===== config.mk =====
export PLATFORM = sky130hd
export DESIGN_NAME = mem2p_fifo_ctrl_flat
export DESIGN_NICKNAME = d
export VERILOG_FILES = /design/src/rtl/mem2p_fifo_ctrl_if.sv /design/src/rtl/mem2p_fifo_ctrl.sv /design/src/flat_wrapper.sv
export SDC_FILE = /design/constraint.sdc
export NUM_CORES = 1
export LEC_CHECK = 0
export ABC_AREA = 1
export CORE_ASPECT_RATIO = 0.8
export CORE_MARGIN = 3
export CORE_UTILIZATION = 47
export CTS_CLUSTER_SIZE = 40
export DETAILED_ROUTE_END_ITERATION = 8
export DONT_BUFFER_PORTS = 1
export SYNTH_ARGS = -nofsm -noshare
export SYNTH_HDL_FRONTEND = slang
export SYNTH_SLANG_ARGS = --single-unit

===== constraint.sdc =====
create_clock -name clk -period 10.3 [get_ports clk]
set_input_delay 3.09 -clock clk [delete_from_list [all_inputs] [get_ports clk]]
set_output_delay 3.09 -clock clk [all_outputs]
set_load 0.02 [all_outputs]

===== src/rtl/mem2p_fifo_ctrl_if.sv =====
// Streaming handshake bundle for mem2p_fifo_ctrl: push side (in_*) and pop side (out_*).
// master = producer/consumer environment, slave = the FIFO controller.
interface mem2p_fifo_ctrl_if #(
   parameter int unsigned W = 8
);
   logic         in_valid;
   logic         in_ready;
   logic [W-1:0] in_data;
   logic         out_valid;
   logic         out_ready;
   logic [W-1:0] out_data;

   modport master (
      output in_valid, in_data, out_ready,
      input  in_ready, out_valid, out_data
   );

   modport slave (
      input  in_valid, in_data, out_ready,
      output in_ready, out_valid, out_data
   );
endinterface


===== src/rtl/mem2p_fifo_ctrl.sv =====
// First-word-fall-through FIFO controller driving a 2-port memory (write port 1,
// registered-address read port 2); pointers carry a wrap bit above the index bits.
module mem2p_fifo_ctrl #(
   parameter  int unsigned W      = 8,
   parameter  int unsigned D      = 128,
   parameter  int unsigned AF_LVL = D - 2,
   localparam int unsigned DW     = $clog2(D)
) (
   input  logic          clk,
   input  logic          rst_n,
   input  logic          flush,
   mem2p_fifo_ctrl_if.slave s,
   output logic [DW:0]   count,
   output logic          full,
   output logic          empty,
   output logic          almost_full,
   output logic [DW:0]   max_count,
   output logic          mem_we1,
   output logic [DW-1:0] mem_addr1,
   output logic [W-1:0]  mem_din1,
   output logic [DW-1:0] mem_addr2,
   input  logic [W-1:0]  mem_dout2
);

   logic [DW:0] wptr_q, wptr_d;
   logic [DW:0] rptr_q, rptr_d;
   logic [DW:0] max_count_q, max_count_d;
   logic [DW:0] count_c;
   logic [DW:0] next_count_c;
   logic        full_c;
   logic        empty_c;
   logic        push_c;
   logic        pop_c;

   // Occupancy and handshake; flush blocks both sides for the cycle it is high
   always_comb begin
      count_c = wptr_q - rptr_q;
      full_c  = (wptr_q[DW-1:0] == rptr_q[DW-1:0]) && (wptr_q[DW] != rptr_q[DW]);
      empty_c = (wptr_q == rptr_q);

      s.in_ready  = !full_c && !flush;
      s.out_valid = !empty_c && !flush;
      push_c      = s.in_valid && s.in_ready;
      pop_c       = s.out_valid && s.out_ready;
      s.out_data  = mem_dout2;

      count       = count_c;
      full        = full_c;
      empty       = empty_c;
      almost_full = (count_c >= (DW + 1)'(AF_LVL));
      max_count   = max_count_q;
   end

   // Read address looks one entry ahead on a pop so the new head is on dout2 after the edge
   always_comb begin
      mem_we1   = push_c;
      mem_addr1 = wptr_q[DW-1:0];
      mem_din1  = s.in_data;
      mem_addr2 = rptr_q[DW-1:0] + DW'(pop_c);
   end

   always_comb begin
      wptr_d       = wptr_q + (DW + 1)'(push_c);
      rptr_d       = rptr_q + (DW + 1)'(pop_c);
      max_count_d  = max_count_q;
      next_count_c = wptr_d - rptr_d;
      if (flush) begin
         rptr_d      = wptr_q;
         max_count_d = '0;
      end else if (next_count_c > max_count_q) begin
         max_count_d = next_count_c;
      end
   end

   always_ff @(posedge clk or negedge rst_n) begin
      if (!rst_n) begin
         wptr_q      <= '0;
         rptr_q      <= '0;
         max_count_q <= '0;
      end else begin
         wptr_q      <= wptr_d;
         rptr_q      <= rptr_d;
         max_count_q <= max_count_d;
      end
   end

endmodule


===== src/flat_wrapper.sv =====
// flat-port wrapper written by rule: the top's interface ports become plain ports
module mem2p_fifo_ctrl_flat 
#(
   parameter  int unsigned W      = 8,
   parameter  int unsigned D      = 128,
   parameter  int unsigned AF_LVL = D - 2,
   localparam int unsigned DW     = $clog2(D)
)
  (clk, rst_n, flush, count, full, empty, almost_full, max_count, mem_we1, mem_addr1, mem_din1, mem_addr2, mem_dout2, s_in_valid, s_in_data, s_out_ready, s_in_ready, s_out_valid, s_out_data);
  mem2p_fifo_ctrl_if #(.W(W)) s_i ();
  input  logic clk;
  input  logic rst_n;
  input  logic flush;
  output logic [DW:0] count;
  output logic full;
  output logic empty;
  output logic almost_full;
  output logic [DW:0] max_count;
  output logic mem_we1;
  output logic [DW-1:0] mem_addr1;
  output logic [W-1:0] mem_din1;
  output logic [DW-1:0] mem_addr2;
  input  logic [W-1:0] mem_dout2;
  input wire logic [$bits(s_i.in_valid)-1:0] s_in_valid;
  input wire logic [$bits(s_i.in_data)-1:0] s_in_data;
  input wire logic [$bits(s_i.out_ready)-1:0] s_out_ready;
  output wire logic [$bits(s_i.in_ready)-1:0] s_in_ready;
  output wire logic [$bits(s_i.out_valid)-1:0] s_out_valid;
  output wire logic [$bits(s_i.out_data)-1:0] s_out_data;
  assign s_i.in_valid = s_in_valid;
  assign s_i.in_data = s_in_data;
  assign s_i.out_ready = s_out_ready;
  assign s_in_ready = s_i.in_ready;
  assign s_out_valid = s_i.out_valid;
  assign s_out_data = s_i.out_data;
  mem2p_fifo_ctrl #(.W(W), .D(D), .AF_LVL(AF_LVL)) u_core (.clk(clk), .rst_n(rst_n), .flush(flush), .s(s_i), .count(count), .full(full), .empty(empty), .almost_full(almost_full), .max_count(max_count), .mem_we1(mem_we1), .mem_addr1(mem_addr1), .mem_din1(mem_din1), .mem_addr2(mem_addr2), .mem_dout2(mem_dout2));
endmodule

Yosys cells after proc, flatten, opt, wreduce, memory -nomap -nowiden

Index checks and enable logic that the tools add are counted.

$lt $le $gt $ge: 2
$add $sub $neg: 5
Muxes and demuxes: 3
Eq/ne operators: 3
Reduce and logical (&&, ||, !) cells: 9

Operator list:

| operator           | number |
|---|---|
| $mux 8             | 3 |
| $add 8x1->8        | 2 |
| $sub 8x8->8        | 2 |
| $eq 8x8->1         | 1 |
| $ge 8x7->1 const B | 1 |
| $gt 8x8->1         | 1 |
| $add 7x1->7        | 1 |
| $eq 7x7->1         | 1 |
| $logic_and 1x1->1  | 5 |
| $logic_not 1->1    | 3 |
| $reduce_bool 2->1  | 1 |
| $ne 1x1->1         | 1 |

Input bits: 21
Output and inout port bits: 52
Logic and storage cells: 25
Bits in registers: 24

Longest topological paths before layout

Gate-level depths: netlist of run 1.

Depth after elaboration: 10
Mapped depth: 30

Worst setup path before layout of run 1

OpenSTA, ideal clock, no wires.

Path type: input to output
Start point: in flush
End point: out mem_addr2[6]
Cell stages on the path: 9
Arrival: 4.353 ns
Required time: 7.210 ns
Path slack: 2.857 ns
Cells stage by stage: inv_1 > o21ai_0 > nor2_1 > ha_1 > ha_1 > nand3_1 > nor2_1 > xor2_1 > inv_1

Longest elaborated chain between the ends: 4

RTL lines:

| element           | RTL line              | source |
|---|---|---|
| start, declared   | flat_wrapper.sv:13    | `input logic flush;` |
| $logic_not 1->1   | mem2p_fifo_ctrl.sv:42 | `s.out_valid = !empty_c && !flush;` |
| $logic_and 1x1->1 | mem2p_fifo_ctrl.sv:42 |  |
| $logic_and 1x1->1 | mem2p_fifo_ctrl.sv:44 | `pop_c = s.out_valid && s.out_ready;` |
| $add 7x1->7       | mem2p_fifo_ctrl.sv:59 | `mem_addr2 = rptr_q[DW-1:0] + DW'(pop_c);` |
| end, declared     | flat_wrapper.sv:22    | `output logic [DW-1:0] mem_addr2;` |

Every way passes these cells.

Worst setup path after layout of run 1

Same ends and word-level chain as after synthesis.

==> reports/qor.yml, run 1 <==
grt_max_degree: 25
critical_path_buf_inv_count: 2
ys_types: 25
slew_headroom: 0.5873
required_ns: 7.21
htree_levels: 1
wl_microns: 4562
rows: 21
diodes: 0
arrival_ns: 4.67
fp.dieW_microns: 82.62
cpPeakStageDelay_ns: 0.27
clk_pin_slew_ns: 0.09
synthFlopType: "dfrtp_1"
num_vias: 1682
seq_area_frac_synth: 0.2721
min_path_type: "reg2reg"
worstPathCellList: "inv_1 > o21ai_0 > nor2_1 > ha_1 > ha_1 > nand3_1 > nor2_1 > xor2_1 > inv_1"
fin_nets: 334
status: "completed"
hold_viol: 0
ios: 73
syn_area_per_cell_sq_um: 7.260
syn_inst: 304
synth-compound-area-share: 0.08390
synth.most_common_cell: "nand2_1"
synth-simple-area-share: 0.2285
die-area_sq_um: 5559
fmax_ghz: 0.1289
fin_crit_ns: 7.760
final_util: 0.4946
start_util: 0.5060
synth_area_sq_um: 2207
synthAdderAreaFrac: 0.1655
synthMuxAreaShare: 0
slowest_stage: "xor2_1"
finalSetupViolCount: 0
syn_to_final_growth_pct: -2.268
drv_cap: 0
cts_buffers: 3
synth-edff-count: 0
root_buffer: "clkbuf_8"
yosysWarnings: 0
antenna_found_initial: 0
clk-insertion-delay-late_ns: 0.27
fp.dieH_microns: 67.29
cts_hold_buf: 0
fin_tns_setup_ns: 0
track_usage: 0.1831
worst_slew_pin_slew_ns: 0.6170
finClkSkew_ns: 0.004972
gp_congestion: 0.8333
postRouteAntennaNets: 0
layout-drive-gt1-share: 0.04225
endpoint_kind: "primary output"
final_cell_area_sq_um: 2157
fin_hold_ws_ns: 0.5769
synthTopCellsByArea: "dfrtp_1 (27%), ha_1 (15%), nand2_1 (13%)"
drt-wirelength-per-cell_microns: 13.38
ys_ff_latch: 24
grt_pass1_wl_microns: 7790
syn_nets: 353
postPlaceCellArea_sq_um: 2102
critPathKind: "in2out"
coreArea_sq_um: 4362
cts_tree: "built"
dp_hpwl_microns: 3800
path_delay_family: "simple AND/OR/NAND/NOR gates"
synth_top_area_frac: 0.2721
drc_errors: 0
synth_common_cells: "nand2_1 (76), inv_1 (56), ha_1 (26)"
cts_setup_buffers: 0
overflow: 0
slew_viol_final: 0
cts.sinks: 24
synth_area_leader_cell: "dfrtp_1"
rsz0062_at_grt: "no"
cts_resized: 0
fin_crit_sh: 0.7534
first_global_vias: 1675
clockBufferDepth: 2
firstDrtPassIters: 4
synth_xor_area_frac: 0.07483
placement.io_buffers: 0
synth_top_family_by_area: "simple AND/OR/NAND/NOR gates"
async_flop_share: 1.000
vias_per_cell: 4.933
drt_iter0_drc: 83
cp-start-kind: "input pin"
cp_max_fo: 13
## layer usage
metal  up-vias  track usage  wire length [microns]
met5         -            0                      0
met4         0      0.02245                     23
met3         4      0.05600                    368
met2        46       0.2720                   1818
met1       752       0.2680                   2352
li1        880            -                      -
## final cells by class
cell class                 count  area (sq um)
clock buffer                   4         55.05
fill                         472          2205
inverter                      56         210.2
multi-input combinational    200          1220
sequential                    24         600.6
tap                           57         71.32
## kinds of logic (layout without fill, tap and decap cells)
family / count (synthesis) / after routing
AO/OA/AOI/OAI: 35 / 35
adder cells (fa/ha/maj): 28 / 28
flip-flops: 24 / 24
buffers and inverters: 80 / 60
AND/OR/NAND/NOR: 119 / 119
XOR/XNOR: 18 / 18
## worst paths after layout
check                                 start  cells past startpoint  slack, ns             endpoint
setup / recovery                      flush                      9       2.54         mem_addr2[6]
hold / removal             u_core.wptr_q[7]                      2       0.58     u_core.rptr_q[7]
setup reg to reg           u_core.wptr_q[3]                     27       4.93  u_core.max_count[0]
hold reg to reg            u_core.wptr_q[7]                      2       0.58     u_core.rptr_q[7]
max in group asynchronous             rst_n                      0       7.72     u_core.rptr_q[3]
min in group asynchronous             rst_n                      0       2.50     u_core.rptr_q[4]
## flip-flops by register name, summed over array words and instances (netlist names)
register / cells
u_core.rptr_q: 8
u_core.max_count: 8
u_core.wptr_q: 8
## placed cells by master (no fill, tap or decap), drive strengths merged
cell type  instances
fa                 2
o21ai             20
nor2              17
a21o               1
nand3             18
inv               56
dfrtp             24
nand4              3
xnor2              3
o21bai             1
a21oi             12
ha                26
nand2             79
a31oi              1
or2                1
xor2              15
clkbuf             4
and2               1
## through the flow
| stage | instances | worst slack, ns |
|---|---|---|
| floorplan | 304 | 2.857 |
| detailed placement | 337 | 2.513 |
| CTS | 341 | 2.512 |
| finish | 341 | 2.540 |
| global route | 341 | 2.310 |
| global placement | 337 | 2.617 |
## worst reg2reg max path, stage by stage (launching register included)
cell and delay, ns:
dfrtp_1 0.55, ha_1 0.47, nand2_1 0.08, nor2_1 0.09
nand4_1 0.16, o21ai_0 0.27, nor2_1 0.08, ha_1 0.21
ha_1 0.21, nand3_1 0.15, xor2_1 0.53, inv_1 0.11
ha_1 0.38, a21oi_1 0.21, o21ai_0 0.13, a21oi_1 0.14
nand3_1 0.10, and2_1 0.15, ha_1 0.29, nand2_1 0.07
nor2_1 0.19, nand2_1 0.08, nand2_1 0.10, nand2_1 0.06
nand2_1 0.16, inv_1 0.14, nand2_1 0.07, o21ai_0 0.07
Power of run 1 is left out: the tool's default activity adds up to more than one toggle a clock period on the data nets, which glitch-free logic cannot reach.
==> run 2, diff against run 1 <==
clock period = 7.3 ns   (was 10.3 ns; I/O delays follow)
==> run 2 against run 1 <==
- sequential share of layout area is the same
- wire length down 1.5%
- via count down 0.18%
- critical path type unchanged
- clock-buffer cell count unchanged
- largest cell class unchanged
- global-route usage is 0.19 points lower
==> reports/qor.yml, run 2 (synthesized netlist as in run 1, its figures left out) <==
fin_crit_ns: 6.029
first_global_vias: 1634  # was 1,675
endpoint_kind: "primary output"  # unchanged
path_delay_family: "simple AND/OR/NAND/NOR gates"  # unchanged
mostFrequentLayoutCells: "nand2_1 (76), inv_1 (56), ha_1 (26), dfrtp_1 (24), o21ai_0 (19)"  # unchanged
critPathKind: "in2out"  # unchanged
num_vias: 1679  # was 1,682
postRouteAntennaNets: 0  # unchanged
fin_nets: 334  # unchanged
layout-drive-gt1-share: 0.04225  # unchanged
finClkSkew_ns: 0.001653  # was 0.004972 ns
clockBufferDepth: 2  # unchanged
finalSetupViolCount: 0  # unchanged
start_util: 0.5060  # unchanged
cp-start-kind: "input pin"  # unchanged
root_buffer: "clkbuf_8"  # unchanged
ios: 73  # unchanged
cp_max_fo: 13  # unchanged
fin_tns_setup_ns: 0  # unchanged
status: "completed"  # unchanged
overflow: 0  # unchanged
cts_buffers: 3  # unchanged
wl_microns: 4494  # was 4562 microns
fmax_ghz: 0.1659
cts_resized: 0  # unchanged
mostFrequentLayoutCell: "nand2_1"  # unchanged
min_path_type: "reg2reg"  # unchanged
clk_pin_slew_ns: 0.09  # about the same
rsz0062_at_grt: "no"  # unchanged
firstDrtPassIters: 4  # unchanged
slowest_stage: "xor2_1"  # unchanged
required_ns: 5.11  # was 7.21 ns
coreArea_sq_um: 4362  # unchanged
rows: 21  # unchanged
diodes: 0  # unchanged
arrival_ns: 3.84  # was 4.67 ns
critical_path_buf_inv_count: 2  # unchanged
fp.dieW_microns: 82.62  # unchanged
die-area_sq_um: 5559  # unchanged
syn_to_final_growth_pct: -2.268  # unchanged
gp_congestion: 0.8286  # was 0.8333
hold_viol: 0  # unchanged
placement.io_buffers: 0  # unchanged
fill_cells: 458  # was 472
fp.dieH_microns: 67.29  # unchanged
cts_tree: "built"  # unchanged
slew_headroom: 0.5977  # was 0.5873
fin_crit_sh: 0.8259
vias_per_cell: 4.924  # was 4.933
grt_max_degree: 25  # unchanged
clk-insertion-delay-late_ns: 0.27  # about the same
dp_hpwl_microns: 3728  # was 3800 microns
slew_viol_final: 0  # unchanged
grt_pass1_wl_microns: 7714  # was 7790 microns
drt_iter0_drc: 83  # unchanged
track_usage: 0.1812  # was 0.1831
htree_levels: 1  # unchanged
cts_hold_buf: 0  # unchanged
worstPathCellList: "inv_1 > o21ai_0 > nor2_1 > ha_1 > ha_1 > nand3_1 > nor2_1 > xor2_1 > inv_1"  # unchanged
worst_slew_pin_slew_ns: 0.6014  # was 0.6170 ns
cpPeakStageDelay_ns: 0.31  # was 0.27 ns
cts_setup_buffers: 0  # unchanged
drv_cap: 0  # unchanged
antenna_found_initial: 0  # unchanged
cts.sinks: 24  # unchanged
drt-wirelength-per-cell_microns: 13.18  # was 13.38 microns
drc_errors: 0  # unchanged
## run 2: tightest hold or removal path, cell delays in order (launching register included)
cell	delay, ns
dfrtp_1	0.42
nand2_1	0.06
o21ai_0	0.06
## run 2: per-layer routing
layer / GRT usage / share of wire / vias to the layer above / routed length (microns)
li1: - / - / 885 / -
met1: 0.2694 / 0.55 / 753 / 2451
met2: 0.2610 / 0.39 / 37 / 1775
met3: 0.05200 / 0.053 / 4 / 240
met4: 0.03469 / 0.0060 / 0 / 27
met5: 0 / 0 / - / 0
## run 2: stage by stage
step | hold WS, ns | instances | setup slack, ns | instance area [sq um] | utilization
after floorplan | 0.5094 | 304 | 1.657 | 2207 | -
after global placement | 0.5414 | 337 | 1.182 | 2102 | 0.4819
after detailed placement | 0.5471 | 337 | 1.073 | 2102 | 0.4819
after CTS | 0.5717 | 341 | 1.232 | 2157 | 0.4946
after global routing | 0.6200 | 341 | 0.8491 | 2157 | 0.4946
final | 0.5674 | 341 | 1.271 | 2157 | 0.4946
## run 2: final timing paths
path                                  start  slack, ns                   to  cells past startpoint
min in group asynchronous             rst_n       1.60  u_core.max_count[4]                      0
max in group asynchronous             rst_n       5.62  u_core.max_count[1]                      0
max                                   flush       1.27         mem_addr2[6]                      9
min reg2reg                u_core.wptr_q[7]       0.57     u_core.rptr_q[7]                      2
max reg2reg                u_core.wptr_q[3]       2.04  u_core.max_count[0]                     27
min                        u_core.wptr_q[7]       0.57     u_core.rptr_q[7]                      2
## run 2: cell type report
class / instances / area [sq um] / share of cell area
inverter: 56 / 210.2 / 0.09745
sequential: 24 / 600.6 / 0.2784
multi-input combinational: 200 / 1220 / 0.5655
tap: 57 / 71.32 / 0.03306
clock buffer: 4 / 55.05 / 0.02552
Power of run 2 is left out for the same reason.
==> run 3, diff against run 2 <==
clock period = 5.8 ns   (was 7.3 ns; I/O delays follow)
==> run 3 against run 2 <==
- register-to-register slack got worse by 1.2 ns
- via count increased by 1.4%
- global-route usage about the same
- core utilization increased by 0.52 points
- non-clock buffer count increased by 3
- critical path type is now in2reg
- largest cell class unchanged
==> reports/qor.yml, run 3 (synthesized netlist as in run 1, its figures left out) <==
status: "completed"  # unchanged
fin_nets: 337  # was 334
first_global_vias: 1657  # was 1,634
arrival_ns: 5.36  # was 3.84 ns
finalSetupViolCount: 0  # unchanged
worst_slew_pin_slew_ns: 0.5076  # was 0.6014 ns
cts.sinks: 24  # unchanged
cts_buffers: 3  # unchanged
mostFrequentLayoutCell: "nand2_1"  # unchanged
syn_to_final_growth_pct: -1.247  # was -2.268%
crit_path_start: "flush"  # unchanged
fin_crit_ns: 5.215
cts_resized: 0  # unchanged
layout-drive-gt1-share: 0.05226  # was 0.04225
antenna_found_initial: 0  # unchanged
drt-wirelength-per-cell_microns: 13.22  # was 13.18 microns
slew_viol_final: 0  # unchanged
firstDrtPassIters: 4  # unchanged
gp_congestion: 0.8177  # was 0.8286
mostFrequentLayoutCells: "nand2_1 (76), inv_1 (56), ha_1 (26), dfrtp_1 (24), o21ai_0 (19)"  # unchanged
fp.dieH_microns: 67.29  # unchanged
rows: 21  # unchanged
cp_max_fo: 13  # unchanged
finClkSkew_ns: 0.0007548  # was 0.001653 ns
coreArea_sq_um: 4362  # unchanged
cts_tree: "built"  # unchanged
endpoint_kind: "flip-flop"  # was primary output
rsz0062_at_grt: "no"  # unchanged
drv_cap: 0  # unchanged
clk_pin_slew_ns: 0.09  # about the same
grt_pass1_wl_microns: 7762  # was 7714 microns
start_util: 0.5060  # unchanged
required_ns: 5.95  # was 5.11 ns
placement.io_buffers: 0  # unchanged
cts_setup_buffers: 0  # unchanged
multi_input_area_sq_um: 1220  # unchanged
postRouteAntennaNets: 0  # unchanged
dp_hpwl_microns: 3774  # was 3728 microns
drt_iter0_drc: 104  # was 83
root_buffer: "clkbuf_8"  # unchanged
critPathKind: "in2reg"  # was in2out
worstReg2RegStart: "u_core.wptr_q[3]"  # unchanged
hold_path.startpoint: "u_core.wptr_q[7]"  # unchanged
clk-insertion-delay-late_ns: 0.27  # about the same
fin_crit_sh: 0.8991
htree_levels: 1  # unchanged
vias_per_cell: 4.948  # was 4.924
fin_tns_setup_ns: 0  # unchanged
die-area_sq_um: 5559  # unchanged
slew_headroom: 0.6604  # was 0.5977
fp.dieW_microns: 82.62  # unchanged
ios: 73  # unchanged
worstPathCellList: "inv_1 > o21ai_0 > nor2_1 > ha_1 > ha_1 > nand3_1 > nor2_1 > xor2_1 > ha_1 > a21oi_1 > o21ai_0 > a21oi_1 > nand3_1 > and2_1 > ha_1 > nand2_1 > nor2_1 > nand2_1 > nand2_1 > nand2_1 > nand2_1 > inv_1 > nand2_1 > o21ai_0"  # was inv_1 > o21ai_0 > nor2_1 > ha_1 > ha_1 > nand3_1 > nor2_1 > xor2_1 > inv_1
path_common_cell: "nand2_1"
cpPeakStageDelay_ns: 0.33  # was 0.31 ns
fmax_ghz: 0.1918
cp-start-kind: "input pin"  # unchanged
track_usage: 0.1810  # was 0.1812
wl_microns: 4549  # was 4494 microns
grt_max_degree: 25  # unchanged
overflow: 0  # unchanged
diodes: 0  # unchanged
area.sequential_sq_um: 600.6  # unchanged
clockBufferDepth: 2  # unchanged
drc_errors: 0  # unchanged
min_path_type: "reg2reg"  # unchanged
cts_hold_buf: 0  # unchanged
num_vias: 1702  # was 1,679
hold_viol: 0  # unchanged
slowest_stage: "ha_1"  # was xor2_1
fill_cells: 462  # was 458
[run 3: changes by cell type in the layout (fill, tap and decap cells not counted)]
| cell | previous run | this run |
|---|---|---|
| buf_4 | 0 | 3 |
[run 3: worst paths after layout]
path                                             to  cells past startpoint  slack (ns)
min in group asynchronous          u_core.rptr_q[5]                      0        1.16
worst max-delay path            u_core.max_count[0]                     24        0.59
worst min register to register     u_core.rptr_q[7]                      2        0.57
worst max register to register  u_core.max_count[0]                     27        0.89
max in group asynchronous       u_core.max_count[1]                      0        4.57
worst min-delay path               u_core.rptr_q[7]                      2        0.57
[run 3: final cells by class]
type / count / share of cell area
well taps: 57 / 0.03272
inverters: 56 / 0.09644
clock buffers: 4 / 0.02526
multi-input cells: 200 / 0.5597
flip-flops and latches: 24 / 0.2755
repair buffers: 3 / 0.01033
[run 3: per-stage QoR]
stage	area (sq um)	instances	hold WS (ns)	worst slack [ns]	utilization
finish	2180	344	0.5681	0.5852	0.4997
global route	2180	344	0.5986	0.09183	0.4997
CTS	2180	344	0.5672	0.6045	0.4997
detailed placement	2125	340	0.5447	0.3594	0.4871
global placement	2125	340	0.5456	0.4780	0.4871
floorplan	2207	304	0.5094	0.7432	-
[run 3: worst max-delay path: cells and delay by family]
family                     cells  cell delay (ns)
and+or+nand+nor               12             1.36
xor gates and xnor gates       1             0.29
AOI/OAI and AO/OA              5             0.65
adders and majority gates      4             1.03
buffers and inverters          2             0.28
[run 3: layer usage]
metal | part of all wire | GRT usage | up-vias
met1 | 0.54 | 0.2772 | 762
li1 | - | - | 895
met3 | 0.061 | 0.04933 | 4
met2 | 0.39 | 0.2590 | 41
met5 | 0 | 0 | -
met4 | 0.0031 | 0.02245 | 0
Power of run 3 is left out for the same reason.
==> variant (flow settings as in run 2) <==
`W` is set to 8 in 3 places; all go to 10.
--- a/src/rtl/mem2p_fifo_ctrl_if.sv
+++ b/src/rtl/mem2p_fifo_ctrl_if.sv
@@ -2,5 +2,5 @@
 // master = producer/consumer environment, slave = the FIFO controller.
 interface mem2p_fifo_ctrl_if #(
-   parameter int unsigned W = 8
+   parameter int unsigned W = 10
 );
    logic         in_valid;
--- a/src/rtl/mem2p_fifo_ctrl.sv
+++ b/src/rtl/mem2p_fifo_ctrl.sv
@@ -2,5 +2,5 @@
 // registered-address read port 2); pointers carry a wrap bit above the index bits.
 module mem2p_fifo_ctrl #(
-   parameter  int unsigned W      = 8,
+   parameter  int unsigned W      = 10,
    parameter  int unsigned D      = 128,
    parameter  int unsigned AF_LVL = D - 2,
--- a/src/flat_wrapper.sv
+++ b/src/flat_wrapper.sv
@@ -2,5 +2,5 @@
 module mem2p_fifo_ctrl_flat 
 #(
-   parameter  int unsigned W      = 8,
+   parameter  int unsigned W      = 10,
    parameter  int unsigned D      = 128,
    parameter  int unsigned AF_LVL = D - 2,
Interface: changed (resized mem_din1, mem_dout2, s_in_data and s_out_data); port bits go from 73 to 81. The function was not compared with the original's and may differ.
==> variant against run 2 <==
Final cell count unchanged. Cell area unchanged. Sequential cell count unchanged. Worst hold slack better by 0.0064 ns. Largest cell class unchanged. Area after synthesis up 1.4%. Global-route usage down 0.75 points. Worst setup slack better by 0.037 ns. Count of clock-buffer cells in the layout unchanged. Routed wire length down 3.0%. Via count down 0.48%.
Power is not shown: default switching activity piles up to over one toggle a cycle in this logic, so the estimate is an artifact.
==> variant: results <==
metrics = {
    "global_route": {
        "grt.met3_usage_pct": 5.00,
        "grt_pass1_wl_um": 7860,
        "grt_use_total_pct": 17.4,
        "grt_pass1_vias": 1638,
        "use_met2_pct": 25.7,
        "global_route.usage.met1_pct": 25.4,
    },
    "placement": {
        "pre_cts_slack_ns": 1.10,
        "portBuffers": 0,
        "placed_area_sq_mm": 0.00210,
        "routabilityCongestion": 0.781,
        "hpwl_um": 3680,
    },
    "cells_and_area": {
        "fin_nets": 338,
        "n_fill_cell": 462,
        "multiInputGateArea_sq_mm": 0.00122,
        "nonClockBufferCount": 0,
        "n_all_inverters": 56,
        "nFlopsAndLatches": 24,
        "buffer_area_share_pct": 0,
        "multi_input_gates": 200,
        "seqCellArea_sq_um": 601,
        "clock_buffers": 4,
    },
    "critical_path": {
        "reg2reg_from": "u_core.wptr_q[3]",
        "regToRegEndpoint": "u_core.max_count[0]",
        "r2r_cells": 27,
        "reg2reg_slack_ns": 2.07,
        "cp_slowest_cell": "xor2_1",
        "crit_family": "simple AND/OR/NAND/NOR gates",
        "worstPathArrival_ns": 3.80,
        "cpPeakStageDelay_ns": 0.29,
    },
    "clock_network": {
        "clk_latency_ns": 0.26,
        "clk_pin_slew_ns": 0.09,
        "postCtsSetupBuffers": 0,
        "cts_resized": 0,
    },
    "detailed_routing": {
        "m1WireLength_um": 2320,
        "first_iter_violations": 66,
        "firstDrtPassIters": 4,
        "viasPerCell": 4.90,
        "wl_met3_um": 329,
        "drt-total-wl_um": 4360,
        "top_layer": "met4",
        "wl_met2_um": 1700,
    },
    "logic_synthesis": {
        "ys_seq_area_share_pct": 26.8,
        "synth_common_cells": "76 x nand2_1, 56 x inv_1, 27 x buf_4, 26 x ha_1, 24 x dfrtp_1",
        "synth_area_leaders": "dfrtp_1 27%, ha_1 15%, nand2_1 13%",
        "yosysWarnings": 0,
        "synth.net_count": 361,
    },
    "hold_path": {
        "worstHoldEndpoint": "u_core.rptr_q[7]",
        "hp-class": "register to register",
    },
    "die": {
        "dieArea_sq_mm": 0.00563,
    },
    "timing": {
        "skew_ns": 0.000572,
        "slew_headroom_pct": 57.3,
    },
    "status": {
        "status": "finished, final reports clean",
    },
}
## variant: worst max path at each step
| stage | slack (ns) | to | startpoint |
|---|---|---|---|
| after global placement | 1.17 | u_core.max_count[0] | flush |
| after floorplan | 1.66 | mem_addr2[6] | flush |
| after CTS | 1.26 | mem_addr2[6] | flush |
| after detailed placement | 1.10 | u_core.max_count[0] | flush |
| after global routing | 0.78 | u_core.max_count[5] | flush |
| final | 1.31 | mem_addr2[6] | flush |
## variant: metrics by stage
step,hold slack [ns],util [%],std cells
final,0.574,49.2,341
after CTS,0.574,49.2,341
after global routing,0.605,49.2,341
after detailed placement,0.556,47.9,337
after floorplan,0.509,-,308
after global placement,0.544,47.9,337
## variant: logic make-up after synthesis
kind of cell	Yosys count	share of synthesized area, %
buf+inv	84	18.6
compound gates	35	8.28
fa+ha+maj	28	16.3
simple gates	119	22.5
xor+xnor	18	7.38
flops	24	26.8
